`src/rtl/alu_seq_pkg.sv`:
```
// Shared encodings for the ARM issue/writeback sequencer: ALU op codes,
// ARM opcode/condition values, FSM states and NZCV bit positions.
package alu_seq_pkg;

  localparam logic [4:0] ALU_AND  = 5'b00001;
  localparam logic [4:0] ALU_ORR  = 5'b00011;
  localparam logic [4:0] ALU_PASS = 5'b00100;
  localparam logic [4:0] ALU_EOR  = 5'b00101;
  localparam logic [4:0] ALU_ADD  = 5'b00111;
  localparam logic [4:0] ALU_SUB  = 5'b01000;
  localparam logic [4:0] ALU_ADC  = 5'b01001;
  localparam logic [4:0] ALU_SBC  = 5'b01010;

  localparam logic [3:0] OP_AND = 4'h0;
  localparam logic [3:0] OP_EOR = 4'h1;
  localparam logic [3:0] OP_SUB = 4'h2;
  localparam logic [3:0] OP_RSB = 4'h3;
  localparam logic [3:0] OP_ADD = 4'h4;
  localparam logic [3:0] OP_ADC = 4'h5;
  localparam logic [3:0] OP_SBC = 4'h6;
  localparam logic [3:0] OP_RSC = 4'h7;
  localparam logic [3:0] OP_TST = 4'h8;
  localparam logic [3:0] OP_TEQ = 4'h9;
  localparam logic [3:0] OP_CMP = 4'hA;
  localparam logic [3:0] OP_CMN = 4'hB;
  localparam logic [3:0] OP_ORR = 4'hC;
  localparam logic [3:0] OP_MOV = 4'hD;
  localparam logic [3:0] OP_BIC = 4'hE;
  localparam logic [3:0] OP_MVN = 4'hF;

  localparam logic [3:0] COND_EQ = 4'h0;
  localparam logic [3:0] COND_NE = 4'h1;
  localparam logic [3:0] COND_CS = 4'h2;
  localparam logic [3:0] COND_CC = 4'h3;
  localparam logic [3:0] COND_MI = 4'h4;
  localparam logic [3:0] COND_PL = 4'h5;
  localparam logic [3:0] COND_VS = 4'h6;
  localparam logic [3:0] COND_VC = 4'h7;
  localparam logic [3:0] COND_HI = 4'h8;
  localparam logic [3:0] COND_LS = 4'h9;
  localparam logic [3:0] COND_GE = 4'hA;
  localparam logic [3:0] COND_LT = 4'hB;
  localparam logic [3:0] COND_GT = 4'hC;
  localparam logic [3:0] COND_LE = 4'hD;
  localparam logic [3:0] COND_AL = 4'hE;

  localparam int FLAG_N = 3;
  localparam int FLAG_Z = 2;
  localparam int FLAG_C = 1;
  localparam int FLAG_V = 0;

  typedef enum logic [1:0] {
    ST_IDLE = 2'd0,
    ST_EXEC = 2'd1,
    ST_DONE = 2'd2
  } state_t;

  // TST/TEQ/CMP/CMN occupy 4'b10xx: flag-only, never written back
  function automatic logic is_compare(input logic [3:0] op);
    return (op[3:2] == 2'b10);
  endfunction

endpackage

```
`src/rtl/arm_cond_check.sv`:
```
// Combinational ARM condition-field evaluation against an NZCV value.
module arm_cond_check
  import alu_seq_pkg::*;
(
  input  logic [3:0] cond,
  input  logic [3:0] nzcv,
  output logic       pass
);

  logic n, z, c, v;

  assign n = nzcv[FLAG_N];
  assign z = nzcv[FLAG_Z];
  assign c = nzcv[FLAG_C];
  assign v = nzcv[FLAG_V];

  // 4'b1111 falls to the default and never executes
  always_comb begin
    pass = 1'b0;
    case (cond)
      COND_EQ: pass = z;
      COND_NE: pass = ~z;
      COND_CS: pass = c;
      COND_CC: pass = ~c;
      COND_MI: pass = n;
      COND_PL: pass = ~n;
      COND_VS: pass = v;
      COND_VC: pass = ~v;
      COND_HI: pass = c & ~z;
      COND_LS: pass = ~c | z;
      COND_GE: pass = (n == v);
      COND_LT: pass = (n != v);
      COND_GT: pass = ~z & (n == v);
      COND_LE: pass = z | (n != v);
      COND_AL: pass = 1'b1;
      default: pass = 1'b0;
    endcase
  end

endmodule

```
`src/rtl/alu_sequencer.sv`:
```
// Issue/writeback sequencer: one ARM data-processing instruction at a time,
// drives the external ALU, owns the NZCV register and presents the result.
module alu_sequencer
  import alu_seq_pkg::*;
(
  input  logic        clk,
  input  logic        reset,
  input  logic        in_valid,
  output logic        in_ready,
  input  logic [3:0]  in_cond,
  input  logic [3:0]  in_opcode,
  input  logic        in_s,
  input  logic [3:0]  in_rd,
  input  logic [31:0] in_a,
  input  logic [31:0] in_b,
  input  logic        in_shc,
  output logic [4:0]  alu_op,
  output logic [31:0] alu_a,
  output logic [31:0] alu_b,
  output logic        alu_cin,
  input  logic [31:0] alu_o,
  input  logic        alu_cout,
  output logic        out_valid,
  input  logic        out_ready,
  output logic [31:0] out_result,
  output logic [3:0]  out_rd,
  output logic        out_wr,
  output logic        out_exec,
  output logic [3:0]  flags,
  input  logic        msr_we,
  input  logic [3:0]  msr_flags
);

  state_t      state_r, state_next;
  logic [3:0]  cond_r, opcode_r, rd_r, flags_r, nzcv_s;
  logic        s_r, shc_r, pass_s, is_cmp_s, upd_s;
  logic [31:0] a_r, b_r;

  arm_cond_check u_cond (
    .cond (cond_r),
    .nzcv (flags_r),
    .pass (pass_s)
  );

  assign in_ready  = (state_r == ST_IDLE);
  assign out_valid = (state_r == ST_DONE);
  assign flags     = flags_r;
  assign is_cmp_s  = is_compare(opcode_r);
  assign upd_s     = pass_s & (s_r | is_cmp_s);

  always_ff @(posedge clk) begin
    if (reset) begin
      state_r <= ST_IDLE;
    end else begin
      state_r <= state_next;
    end
  end

  always_comb begin
    state_next = state_r;
    case (state_r)
      ST_IDLE: if (in_valid) state_next = ST_EXEC; else state_next = ST_IDLE;
      ST_EXEC: state_next = ST_DONE;
      ST_DONE: if (out_ready) state_next = ST_IDLE; else state_next = ST_DONE;
      default: state_next = ST_IDLE;
    endcase
  end

  // Outside EXEC the ALU sees a harmless pass of zero
  always_comb begin
    alu_op  = ALU_PASS;
    alu_a   = 32'h0;
    alu_b   = 32'h0;
    alu_cin = 1'b0;
    if (state_r == ST_EXEC) begin
      case (opcode_r)
        OP_AND, OP_TST: begin alu_op = ALU_AND;  alu_a = a_r;  alu_b = b_r;  end
        OP_EOR, OP_TEQ: begin alu_op = ALU_EOR;  alu_a = a_r;  alu_b = b_r;  end
        OP_SUB, OP_CMP: begin alu_op = ALU_SUB;  alu_a = a_r;  alu_b = b_r;  end
        OP_RSB:         begin alu_op = ALU_SUB;  alu_a = b_r;  alu_b = a_r;  end
        OP_ADD, OP_CMN: begin alu_op = ALU_ADD;  alu_a = a_r;  alu_b = b_r;  end
        OP_ADC: begin alu_op = ALU_ADC; alu_a = a_r; alu_b = b_r; alu_cin = flags_r[FLAG_C]; end
        OP_SBC: begin alu_op = ALU_SBC; alu_a = a_r; alu_b = b_r; alu_cin = ~flags_r[FLAG_C]; end
        OP_RSC: begin alu_op = ALU_SBC; alu_a = b_r; alu_b = a_r; alu_cin = ~flags_r[FLAG_C]; end
        OP_ORR:         begin alu_op = ALU_ORR;  alu_a = a_r;  alu_b = b_r;  end
        OP_MOV:         begin alu_op = ALU_PASS; alu_a = b_r;  end
        OP_BIC:         begin alu_op = ALU_AND;  alu_a = a_r;  alu_b = ~b_r; end
        OP_MVN:         begin alu_op = ALU_PASS; alu_a = ~b_r; end
        default:        begin alu_op = ALU_PASS; end
      endcase
    end else begin
      alu_op = ALU_PASS;
    end
  end

  // ALU reports borrow on subtracts, so ARM carry is its inverse there
  always_comb begin
    nzcv_s         = flags_r;
    nzcv_s[FLAG_N] = alu_o[31];
    nzcv_s[FLAG_Z] = (alu_o == 32'h0);
    case (opcode_r)
      OP_ADD, OP_ADC, OP_CMN: begin
        nzcv_s[FLAG_C] = alu_cout;
        nzcv_s[FLAG_V] = ~(alu_a[31] ^ alu_b[31]) & (alu_o[31] ^ alu_a[31]);
      end
      OP_SUB, OP_RSB, OP_SBC, OP_RSC, OP_CMP: begin
        nzcv_s[FLAG_C] = ~alu_cout;
        nzcv_s[FLAG_V] = (alu_a[31] ^ alu_b[31]) & (alu_o[31] ^ alu_a[31]);
      end
      default: begin
        nzcv_s[FLAG_C] = shc_r;
        nzcv_s[FLAG_V] = flags_r[FLAG_V];
      end
    endcase
  end

  always_ff @(posedge clk) begin
    if (reset) begin
      cond_r     <= 4'h0;
      opcode_r   <= 4'h0;
      s_r        <= 1'b0;
      rd_r       <= 4'h0;
      a_r        <= 32'h0;
      b_r        <= 32'h0;
      shc_r      <= 1'b0;
      out_result <= 32'h0;
      out_rd     <= 4'h0;
      out_wr     <= 1'b0;
      out_exec   <= 1'b0;
      flags_r    <= 4'h0;
    end else begin
      if ((state_r == ST_IDLE) && in_valid) begin
        cond_r   <= in_cond;
        opcode_r <= in_opcode;
        s_r      <= in_s;
        rd_r     <= in_rd;
        a_r      <= in_a;
        b_r      <= in_b;
        shc_r    <= in_shc;
      end
      if (state_r == ST_EXEC) begin
        out_result <= alu_o;
        out_rd     <= rd_r;
        out_exec   <= pass_s;
        out_wr     <= pass_s & ~is_cmp_s;
      end
      // A sequencer flag update on the EXEC->DONE edge beats an MSR write
      if ((state_r == ST_EXEC) && upd_s) begin
        flags_r <= nzcv_s;
      end else if (msr_we) begin
        flags_r <= msr_flags;
      end
    end
  end

endmodule

```
`config.mk`:
```
export PLATFORM = sky130hd
export DESIGN_NAME = alu_sequencer
export DESIGN_NICKNAME = d
export VERILOG_FILES = /design/src/rtl/alu_seq_pkg.sv /design/src/rtl/arm_cond_check.sv /design/src/rtl/alu_sequencer.sv
export SDC_FILE = /design/constraint.sdc
export NUM_CORES = 1
export LEC_CHECK = 0
export ABC_AREA = 1
export CAP_MARGIN = 30
export CORE_MARGIN = 5
export CORE_UTILIZATION = 44
export DETAILED_ROUTE_END_ITERATION = 7
export MAX_ROUTING_LAYER = met4
export PLACE_DENSITY_LB_ADDON = 0.05
export SLEW_MARGIN = 20
export SYNTH_ARGS = -nofsm -noshare
export SYNTH_HDL_FRONTEND = slang
export SYNTH_SLANG_ARGS = --single-unit
```
`constraint.sdc`:
```
create_clock -name clk -period 1.9 [get_ports clk]
set_input_delay 0.38 -clock clk [delete_from_list [all_inputs] [get_ports clk]]
set_output_delay 0.38 -clock clk [all_outputs]
set_load 0.1 [all_outputs]
```
# Word level (Yosys, flattened, before mapping)
# Index checks and enable logic that the tools add are counted.
# word_totals
register_bits	122
latch_bits	0
ram_bits	0
mem_bits_ro	0
in_bits	120
output_inout_bits	114
wordCells	103
n_memories	0
# op_classes
n_addsub	0
n_mul	0
div_mod_pow	0
n_lt_le_gt_ge	0
eq_ne	35
n_shift	0
muxes	15
n_bitwise	19
n_reduce_logical	20
# op_table
op	n
32-bit one-hot mux with 3 select lines	2
32-bit two-way mux	2
4-bit == test, second input constant	15
5-bit one-hot mux with 8 select lines	1
4-bit by 3-bit == test with 1-bit output, second input constant	8
32-bit logical NOT	1
32-bit NOT	1
4-bit by 2-bit == test with 1-bit output, second input constant	4
1-bit one-hot mux with 15 select lines	1
12-bit OR reduction	1
3-bit OR reduction	4
11-bit OR reduction	1
2-bit OR reduction	5
4-bit by 1-bit == test with 1-bit output, second input constant	2
4-bit logical NOT	2
4-bit two-way mux	2
1-bit NOT	7
1-bit bitwise AND	6
2-bit one-hot mux with 3 select lines	1
5-bit two-way mux	1
5-bit OR reduction	1
2-bit == test, second input constant	2
2-bit one-hot mux with 2 select lines	1
3-bit by 1-bit inequality test with 1-bit output, second input constant	1
12 further kinds	17

# Depth between registers and ports, before layout
# logic_depth
word_depth	9
ltp_mapped	16
depth_no_buf	15

# Cells and area by module
# A second synthesis with hierarchy kept.
# hier_totals
cells_unflattened	895
hier_area_um2	5940.7
# modules_own_cells
module	n_inst	cells_per_inst	area_each_um2	seq_area_each_um2
alu_sequencer	1	840	5711.7	2442.3
arm_cond_check	1	55	229.0	0.0

# Least setup slack after synthesis
# No wires, ideal clock.
# synth_timing
path_type	flip-flop to output port
from	register state_r[0]
to	output alu_cin
t_arrival_ns	2.670
t_required_ns	1.520
path_slack_ns	-1.150
stages_incl_launch_ff	8
n_path_buf	3
cell_sequence	dfxtp_1 inv_1 nor2_1 buf_2 buf_4 buf_2 o21ai_0 a21oi_1
# synth_between
elab_chain_cells	2
# synth_rtl
element	line_no	rtl
from (decl)	alu_sequencer.sv:34	state_t state_r, state_next;
from (signal assigned)	alu_sequencer.sv:55	state_r <= state_next;
2-bit by 1-bit == test with 1-bit output	alu_sequencer.sv:75	if (state_r == ST_EXEC) begin
1-bit two-way mux	alu_sequencer.sv:75	
to (decl)	alu_sequencer.sv:20	output logic alu_cin,
# No other way between the ends.

# Worst setup path in the final report
# layout_timing
from	register opcode_r[3]
to	output alu_a[7]
# layout_between
elab_chain_cells	4
elab_cells_between_ends	20
classes_between	15 x eq/ne; 2 x mux; 3 x reduce/logical
# layout_rtl
element	line_no	rtl
from (decl)	alu_sequencer.sv:35	logic [3:0] cond_r, opcode_r, rd_r, flags_r, nzcv_s;
from (signal assigned)	alu_sequencer.sv:134	opcode_r <= in_opcode;
4-bit by 2-bit == test with 1-bit output, or another cell as far along	alu_sequencer.sv:76	case (opcode_r)
12-bit OR reduction (no source line) / 3-bit OR reduction (equally long branches)	--	
32-bit one-hot mux with 3 select lines (*)	alu_sequencer.sv:76	
32-bit two-way mux (*)	alu_sequencer.sv:75	
to (decl)	alu_sequencer.sv:18	output logic [31:0] alu_a,
# Mark *: on every way between the ends. The rest lies on a longest branch, timed or not.

==> impl_metrics.csv <==
group,metric,value,unit
clocking,cts_buffers,17,
layout,diodes,0,
timing,rsz0062_at_grt,"true",
logic_synthesis,yosys_register_bits,122,
timing,setup_ws,-0.439,ns
worst_hold_path,hold_path_depth,2,
clocking,clk_pin_slew,0.05,ns
run_status,violations,"negative setup slack",
pwr,power_switching_share,0.357,
clocking,h-tree-depth,4,
grt,grt_pass1_wl,38200,microns
timing,final-setup-viol-count,69,
clocking,clock-sinks,122,
timing,post-route-period-util,1.23,
detailed_routing,drt_pass1_iterations,5,
place,port_buffers,232,
floorplan,die_w,126,microns
timing,tns,-25.17,ns
timing,slew_violations,0,
clocking,cts_root_buf,"clkbuf_16",
setup_path,end_kind,"primary output",
detailed_routing,drc,0,
setup_path,cp.required,1.52,ns
place,placed_cells,1277,
pwr,seqPwrFrac,0.328,
layout,multi_input_area,4270,sq um
pwr,leakagePower,4.53,nW
logic_synthesis,seq_area_frac_synth,0.409,
place,hpwl,15300,microns
floorplan,die_h,126,microns
detailed_routing,ant_nets,0,
run,drv_cap,0,
pwr,total_power,9.21,mW
setup_path,cp.depth,10,
setup_path,crit_family,"buffers and inverters",
clocking,clockBufferDepth,2,
layout,n_fill_cell,691,
grt,grt.overflow.total,0,
layout,fin_cells,1329,
clocking,cts_tree,"yes",
setup_path,cp_slowest_stage_delay,0.38,ns
layout,final_util,0.877,
clocking,clock_latency,0.42,ns
pwr,power.density,790,nW/um^2
setup_path,reg2reg_depth,13,
pwr,p_switching,3.29,mW
logic_synthesis,synthCells,892,
setup_path,cp.arrival,1.96,ns
setup_path,cp-start-kind,"flop",
floorplan,start_util,0.449,
detailed_routing,wl_per_cell,20.3,microns
pwr,p_int,5.92,mW
pwr,peakVddDrop,0.733,mV
grt,antenna_found_initial,0,
logic_synthesis,synth_cell_types,29,
layout,areaGrowthSynthToFinish,95.3,%
detailed_routing,wirelength,27000,microns
place,gp_congestion,0.885,
setup_path,critPathKind,"reg2out",
timing,max_freq,428,MHz
layout,regArea,2470,sq um
setup_path,crit_chain,"inv_4, nand3_4, nand2_4, nand2_4, inv_8, buf_12, buf_12, a21oi_4, nor2_4, buf_12",
detailed_routing,via_per_inst,5.75,
setup_path,worstPathBufferInverterCount,5,
grt,grt_pass1_vias,7246,
grt,grt_start_max_net_pins,73,
logic_synthesis,synth_fp_nets,1012,
floorplan,placementRows,42,
timing,fin_skew,0.00482,ns
setup_path,critPathMostFrequentCell,"buf_12",
timing,fin_crit,2.34,ns
floorplan,pin_count,234,
detailed_routing,drt-initial-drc-count,653,
floorplan,core,13300,sq um
timing,holdWs,0.461,ns
logic_synthesis,avgSynthCellArea,6.69,sq um
setup_path,cp_slowest_cell,"dfxtp_4",
clocking,cts_hold_buf,0,
logic_synthesis,netlist_area,5970,sq um
timing,hold_viol,0,
worst_hold_path,min_path_type,"reg2reg",
layout,drive_above_1_share,0.360,
layout,nets,1262,
pwr,combPwrFrac,0.320,
floorplan,dieArea,16000,sq um
setup_path,path_max_fanout,5,
run_status,status,"finished with violations",
grt,grt_use_total,0.307,
detailed_routing,vias,7644,
pwr,power.share.clock,0.352,
logic_synthesis,yosys_warnings,0,
[synth_stat cells, drive strengths merged]
| cell type | instances | area [sq um] |
|---|---|---|
| nand2 | 63 | 262 |
| nand4 | 7 | 43.8 |
| dfxtp | 122 | 2440 |
| clkinv | 2 | 8.75 |
| nor3 | 2 | 10.0 |
| or2 | 2 | 12.5 |
| a21oi | 126 | 631 |
| nand3 | 32 | 200 |
| buf | 15 | 76.3 |
| o21ai | 118 | 591 |
| nor2 | 205 | 772 |
| conb | 1 | 3.75 |
| clkbuf | 49 | 184 |
| nand3b | 1 | 7.51 |
| nor4 | 6 | 37.5 |
| o22ai | 62 | 388 |
| inv | 78 | 295 |
| a31oi | 1 | 6.26 |
[worst reg2reg max path, cell delays in order (launching register included)]
cell	delay (ns)
dfxtp_4	0.36
inv_1	0.12
a21oi_1	0.27
nand2_1	0.11
nand2_1	0.08
nand2_1	0.05
nor2_1	0.13
nand2_2	0.13
nand3_2	0.16
nand2_1	0.09
nand2_1	0.06
nand2_1	0.05
nor2_1	0.08
nor2_1	0.04
[registers in the layout, indices dropped and copies added (netlist names), 2 cells and up]
register    count
rd_r            4
flags           4
out_result     32
state_r         2
b_r            32
opcode_r        4
a_r            32
out_rd          4
cond_r          4
[final timing paths]
kind / startpoint / endpoint / slack [ns]
max: opcode_r[3]$_SDFFE_PP0P_ / alu_a[7] / -0.44
max reg2reg: flags[1]$_SDFFE_PP0P_ / flags[0]$_SDFFE_PP0P_ / 0.07
min reg2reg: shc_r$_SDFFE_PP0P_ / shc_r$_SDFFE_PP0P_ / 0.46
min: shc_r$_SDFFE_PP0P_ / shc_r$_SDFFE_PP0P_ / 0.46
[cell families (layout without fill, tap and decap cells)]
| logic type | after synthesis | after routing | share of synthesized area |
|---|---|---|---|
| DFF | 122 | 122 | 0.409 |
| buffers and inverters | 144 | 405 | 0.0945 |
| other | 1 | 1 | 0.000628 |
| and+or+nand+nor | 318 | 318 | 0.225 |
| AOI/OAI and AO/OA | 307 | 307 | 0.271 |
[per-layer routing]
| layer | global-route usage | vias up | wire, microns |
|---|---|---|---|
| met2 | 0.509 | 420 | 13600 |
| met3 | 0.0778 | 103 | 2330 |
| met5 | - | - | 0 |
| met1 | 0.353 | 3611 | 9900 |
| met4 | 0.126 | 0 | 1160 |
| li1 | - | 3510 | - |
[area by class of cell]
| cell class | instances | area share |
|---|---|---|
| well taps | 176 | 0.0189 |
| multi-input cells | 626 | 0.366 |
| clock buffers | 22 | 0.0398 |
| repair buffers | 295 | 0.325 |
| inverters | 80 | 0.0284 |
| flip-flops and latches | 122 | 0.211 |
| clock inverters | 8 | 0.0103 |
[per-stage QoR]
step | worst slack, ns | instance area (sq um)
final | -0.439 | 11700
after global routing | -0.476 | 11700
after CTS | -0.344 | 11300
after detailed placement | -0.0883 | 9920
after global placement | -0.0403 | 9920
after floorplan | -0.225 | 6580
[power groups by stage]
stage	logic (mW)	registers (mW)	clock network [mW]
2_1_floorplan	1.26	3.42	0
3_3_place_gp	2.54	2.98	0
3_5_place_dp	2.57	2.99	0
4_1_cts	2.77	2.98	3.26
5_1_grt	3.09	3.04	3.38
6_report	2.95	3.02	3.25
[cell usage in the layout (no fill, tap or decap), types with 2 or more instances in the layout]
cell type / n
nand2_4: 5
dfxtp_4: 5
nand2_1: 49
nand3_4: 5
nor2_1: 133
inv_1: 67
inv_8: 2
buf_6: 5
a21oi_4: 22
nand3_2: 4
o22ai_1: 35
nor4_1: 6
buf_16: 3
nand3_1: 23
a21oi_1: 62
buf_8: 4
clkbuf_1: 3
clkdlybuf4s50_1: 119
clkbuf_16: 19
dfxtp_2: 4
inv_4: 3
nor2_2: 4
buf_4: 71
clkbuf_8: 2
o21ai_0: 116
a21oi_2: 42
o22ai_2: 14
o22ai_4: 13
bufinv_16: 3
inv_2: 6
nand2_2: 8
clkinv_2: 3
nor2_4: 68
dfxtp_1: 113
clkinvlp_4: 3
buf_12: 91
nand4_1: 7
[repair_timing]
item	4_1_cts	5_1_grt
gates resized for setup	143	52
cloned	5	2
setup buffers	15	3
endpoints found under the setup margin	69	69
pin swaps	31	42
Note: power is estimated with default switching activity, not from simulation.
==> RTL edit 1 (same flow settings) <==
Reset style: asynchronous (`reset`), changed in 2 clocked blocks.
--- a/src/rtl/alu_sequencer.sv
+++ b/src/rtl/alu_sequencer.sv
@@ -48,7 +48,7 @@
   assign is_cmp_s  = is_compare(opcode_r);
   assign upd_s     = pass_s & (s_r | is_cmp_s);
 
-  always_ff @(posedge clk) begin
+  always_ff @(posedge clk or posedge reset) begin
     if (reset) begin
       state_r <= ST_IDLE;
     end else begin
@@ -114,7 +114,7 @@
     endcase
   end
 
-  always_ff @(posedge clk) begin
+  always_ff @(posedge clk or posedge reset) begin
     if (reset) begin
       cond_r     <= 4'h0;
       opcode_r   <= 4'h0;
Formal check against the unedited RTL: differs if reset is asserted again (counterexample within 4 cycles, from zero or initial values and one cycle with reset high); with reset held inactive, the same outputs for 4 cycles.
==> RTL edit 1 against the unedited design <==
  * Final area increased by 1.9%
  * Setup slack worse by 0.12 ns
  * The run still ends with negative setup slack left
  * Die area is 7.6% higher
  * Sequential cell count unchanged
  * Global-route usage fell by 1.8 points
  * Synthesized area is 8.2% higher
  * Wire length is 8.4% lower
  * Critical endpoint is now alu_b[18]
  * Cell count up 2.7%
Power is not shown: default switching activity piles up to over one toggle a cycle in this logic, so the estimate is an artifact.
==> RTL edit 1: results (changes against the unedited design) <==
min_path:
  hp-class: "in2async"
outcome:
  violations: "negative setup slack"
  status: "complete, but fails checks"
cells_and_area:
  signal_buffers: 311  # +5.4%
  multi_input_area_um2: 3810  # -11%
  nonClkBufAreaFrac_pct: 33.2  # +0.66 points
  nets: 1290  # +2.2%
  seq_area_share_pct: 25.7  # +4.6 points
  final-clk-cell-share_pct: 4.55  # -0.46 points
global_routing:
  grt_pass1_vias: 7582  # +4.6%
  grt_use_met2_pct: 46.9  # -4.0 points
  grt.total_usage_pct: 28.8  # -1.8 points
setup_path:
  slowest_delay_ns: 0.44  # +0.06 ns
  crit_path_top_delay_cell: "dfrtp_1"
  r2r_cells: 14  # +1
  startpoint: "opcode_r[0]$_DFFE_PP0P_"
drt:
  dr.first_iter.drc_count: 461  # -29%
  wl_met3_um: 1770  # -24%
  route.met2.wl_um: 12300  # -9.3%
  drt-met1-wl_um: 9650  # -2.5%
yosys:
  synth_compound_area_share_pct: 16.5  # -11 points
  yosys-top-cells-area: "dfrtp_1 (47%), nand2_1 (19%), o21ai_0 (8.8%)"
  synthArstFlopShare_pct: 100  # +100 points
  syn-num-nets: 1011  # -0.099%
sta:
  setup_violations: 69  # unchanged
  setup_ws_ns: -0.561  # -0.122 ns
place:
  hpwl_um: 16600  # +8.5%
[RTL edit 1: cell types whose count changed in the layout (fill, tap and decap cells not counted), sizes merged, moves of 13 or more]
| cell | before | now |
|---|---|---|
| dfxtp | 122 | 0 |
| a21oi | 126 | 42 |
| o22ai | 62 | 10 |
| inv | 79 | 66 |
| nand2 | 63 | 335 |
| buf | 174 | 192 |
| nand3 | 32 | 46 |
| dfrtp | 0 | 122 |
| nor2 | 205 | 55 |
| a211oi | 0 | 26 |
[RTL edit 1: per-stage QoR]
stage / cells / area [um2] / TNS, ns
floorplan: 891 / 7110 / -57.18
global placement: 1309 / 10600 / -1.51
detailed placement: 1309 / 10600 / -3.93
CTS: 1358 / 11600 / -29.18
global route: 1365 / 11900 / -37.41
finish: 1365 / 11900 / -31.88
[RTL edit 1: what timing repair did]
action | in CTS | in global routing
setup buffers | 16 | 7
setup endpoints to repair | 69 | 71
gates resized for setup | 89 | 61
cloned | 4 | 0
pin swaps | 20 | 16
==> RTL edit 2 (config.mk and constraints unchanged) <==
Made on the original files. Re-encode `state_t` (3 states) as one-hot, 3 bits wide.
--- a/src/rtl/alu_seq_pkg.sv
+++ b/src/rtl/alu_seq_pkg.sv
@@ -49,10 +49,10 @@
   localparam int FLAG_C = 1;
   localparam int FLAG_V = 0;
 
-  typedef enum logic [1:0] {
-    ST_IDLE = 2'd0,
-    ST_EXEC = 2'd1,
-    ST_DONE = 2'd2
+  typedef enum logic [2:0] {
+    ST_IDLE = 3'b001,
+    ST_EXEC = 3'b010,
+    ST_DONE = 3'b100
   } state_t;
 
   // TST/TEQ/CMP/CMN occupy 4'b10xx: flag-only, never written back
Function: no difference found for any inputs over 4 cycles, from zero or initial values and one cycle with reset high; so few cycles prove little.
==> RTL edit 2 against the unedited design <==
  * The run still ends with negative setup slack left
  * Register-to-register slack got worse by 0.05 ns
  * Global-route usage increased by 0.48 points
  * Synthesized area about the same
  * Clock power increased by 1%
  * Wire length increased by 15%
  * Clock skew increased by 0.0030 ns
  * Total power decreased by 9.1%
  * Maximum frequency decreased by 3.4%
  * Setup slack got worse by 0.081 ns
  * Sequential cell count increased by 1
  * Sequential share of layout area decreased by 0.80 points
  * Synthesized cell count increased by 0.56%
  * Final area increased by 4.7%
  * Count of clock-buffer cells in the layout decreased by 5
  * Critical path type unchanged
  * Largest cell class unchanged
  * Highest routed layer unchanged
==> RTL edit 2: results (changes against the unedited design) <==
sta:
  skew_ns: 0.00783  # +0.00301 ns
  setup_violations: 69  # unchanged
  setup_ws_ns: -0.520  # -0.0811 ns
yosys:
  yosys_warnings: 0  # unchanged
  syn_avg_cell_area_um2: 6.65  # -0.60%
  synthArstFlopShare_pct: 0  # unchanged
  ys_top_cells_by_count: "nor2_1 (168), a21oi_1 (146), dfxtp_1 (123), nand2_1 (123), o21ai_0 (82)"
  ys_types: 28  # -3.4%
  seq_area_frac_synth_pct: 41.3  # +0.35 points
  yosys-top-cells-area: "dfxtp_1 (41%), a21oi_1 (12%), nor2_1 (11%)"
  syn-num-nets: 1017  # +0.49%
power:
  p_leak_uw: 0.00450  # -0.64%
  ir_drop_mv: 0.643  # -12%
outcome:
  violations: "negative setup slack"
  status: "complete, but fails checks"
drt:
  avgViaCountPerCell: 6.10  # +6.1%
  dr.first_iter.drc_count: 910  # +39%
  firstDrtPassIters: 5  # unchanged
  num_vias: 8218  # +7.5%
  wl_per_cell_um: 23.0  # +13%
cells_and_area:
  drive_above_1_share_pct: 39.3  # +3.3 points
global_routing:
  grt.total_usage_pct: 31.1  # +0.48 points
  grt_max_degree: 50  # -32%
  antenna_found_initial: 1  # +1
  grt_pass1_vias: 7542  # +4.1%
  grt_pass1_wl_um: 39200  # +2.5%
setup_path:
  crit_arrival_ns: 2.04  # +0.08 ns
place:
  dp.cells: 1288  # +0.86%
  hpwl_um: 16000  # +4.8%
  dpl_worst_slack_ns: -0.0125  # +0.0758 ns
  io_buffers: 232  # unchanged
  dpl_cell_area_um2: 10300  # +4.3%
  place_congestion: 0.901  # +1.8%
min_path:
  hp-class: "reg2reg"
clock_tree:
  worstSkewPairLatency_ns: 0.42  # about the same
## RTL edit 2: path summary, 6_finish.rpt
path,slack (ns),endpoint,cells past startpoint,from
worst max-delay path,-0.52,alu_op[0],8,opcode_r[3]$_SDFFE_PP0P_
worst min-delay path,0.46,out_result[19]$_SDFFE_PP0P_,2,out_result[19]$_SDFFE_PP0P_
worst max register to register,0.02,flags[0]$_SDFFE_PP0P_,14,opcode_r[0]$_SDFFE_PP0P_
worst min register to register,0.46,out_result[19]$_SDFFE_PP0P_,2,out_result[19]$_SDFFE_PP0P_
## RTL edit 2: worst min-delay path: stages, from the launching register on
cell and delay, ns:
dfxtp_1 0.31, nand2_1 0.06, a21oi_1 0.05
## RTL edit 2: area by class of cell
| type | count | area, um2 |
|---|---|---|
| clock buffer | 17 | 425 |
| timing repair buffer | 304 | 3920 |
| fill | 492 | 1080 |
| inverter | 70 | 297 |
| sequential | 123 | 2480 |
| antenna | 1 | 2.50 |
| clock inverter | 15 | 166 |
| multi-input combinational | 641 | 4700 |
| tap | 176 | 220 |
## RTL edit 2: kinds of logic (layout without fill, tap and decap cells)
| logic type | count (synthesis) | count (layout) | share of synthesized area (%) |
|---|---|---|---|
| compound gates | 297 | 297 | 26.5 |
| simple gates | 343 | 343 | 23.6 |
| other cells | 1 | 2 | 0.0628 |
| flops | 123 | 123 | 41.3 |
| buf+inv | 133 | 406 | 8.62 |
## RTL edit 2: layer usage
metal / global-route usage [%] / part of all wire, % / routed length [um]
met1: 36.7 / 36 / 11200
met2: 51.5 / 49 / 15200
met3: 6.89 / 8.6 / 2670
met4: 12.7 / 6.1 / 1880
met5: - / 0 / 0
## RTL edit 2: per-stage QoR
| step | total power [uW] | TNS, ns |
|---|---|---|
| 2_1_floorplan | 3980 | -1.67 |
| 6_report | 8370 | -29.53 |
| 4_1_cts | 7970 | -26.09 |
| 3_3_place_gp | 4570 | 0 |
| 5_1_grt | 8600 | -33.54 |
| 3_5_place_dp | 4610 | -0.0361 |
## RTL edit 2: power breakdown
part | leakage, uW | switching [uW] | internal, uW
Clock | 0.000287 | 1330 | 1960
Sequential | 0.00101 | 262 | 2760
Combinational | 0.00320 | 1240 | 822
Total | 0.00450 | 2830 | 5540
## RTL edit 2: timing repair
action | in CTS | in global routing
cloned | 5 | 4
setup endpoints to repair | 69 | 69
resized for setup | 81 | 107
setup buffers | 15 | 8
pin swaps | 38 | 52
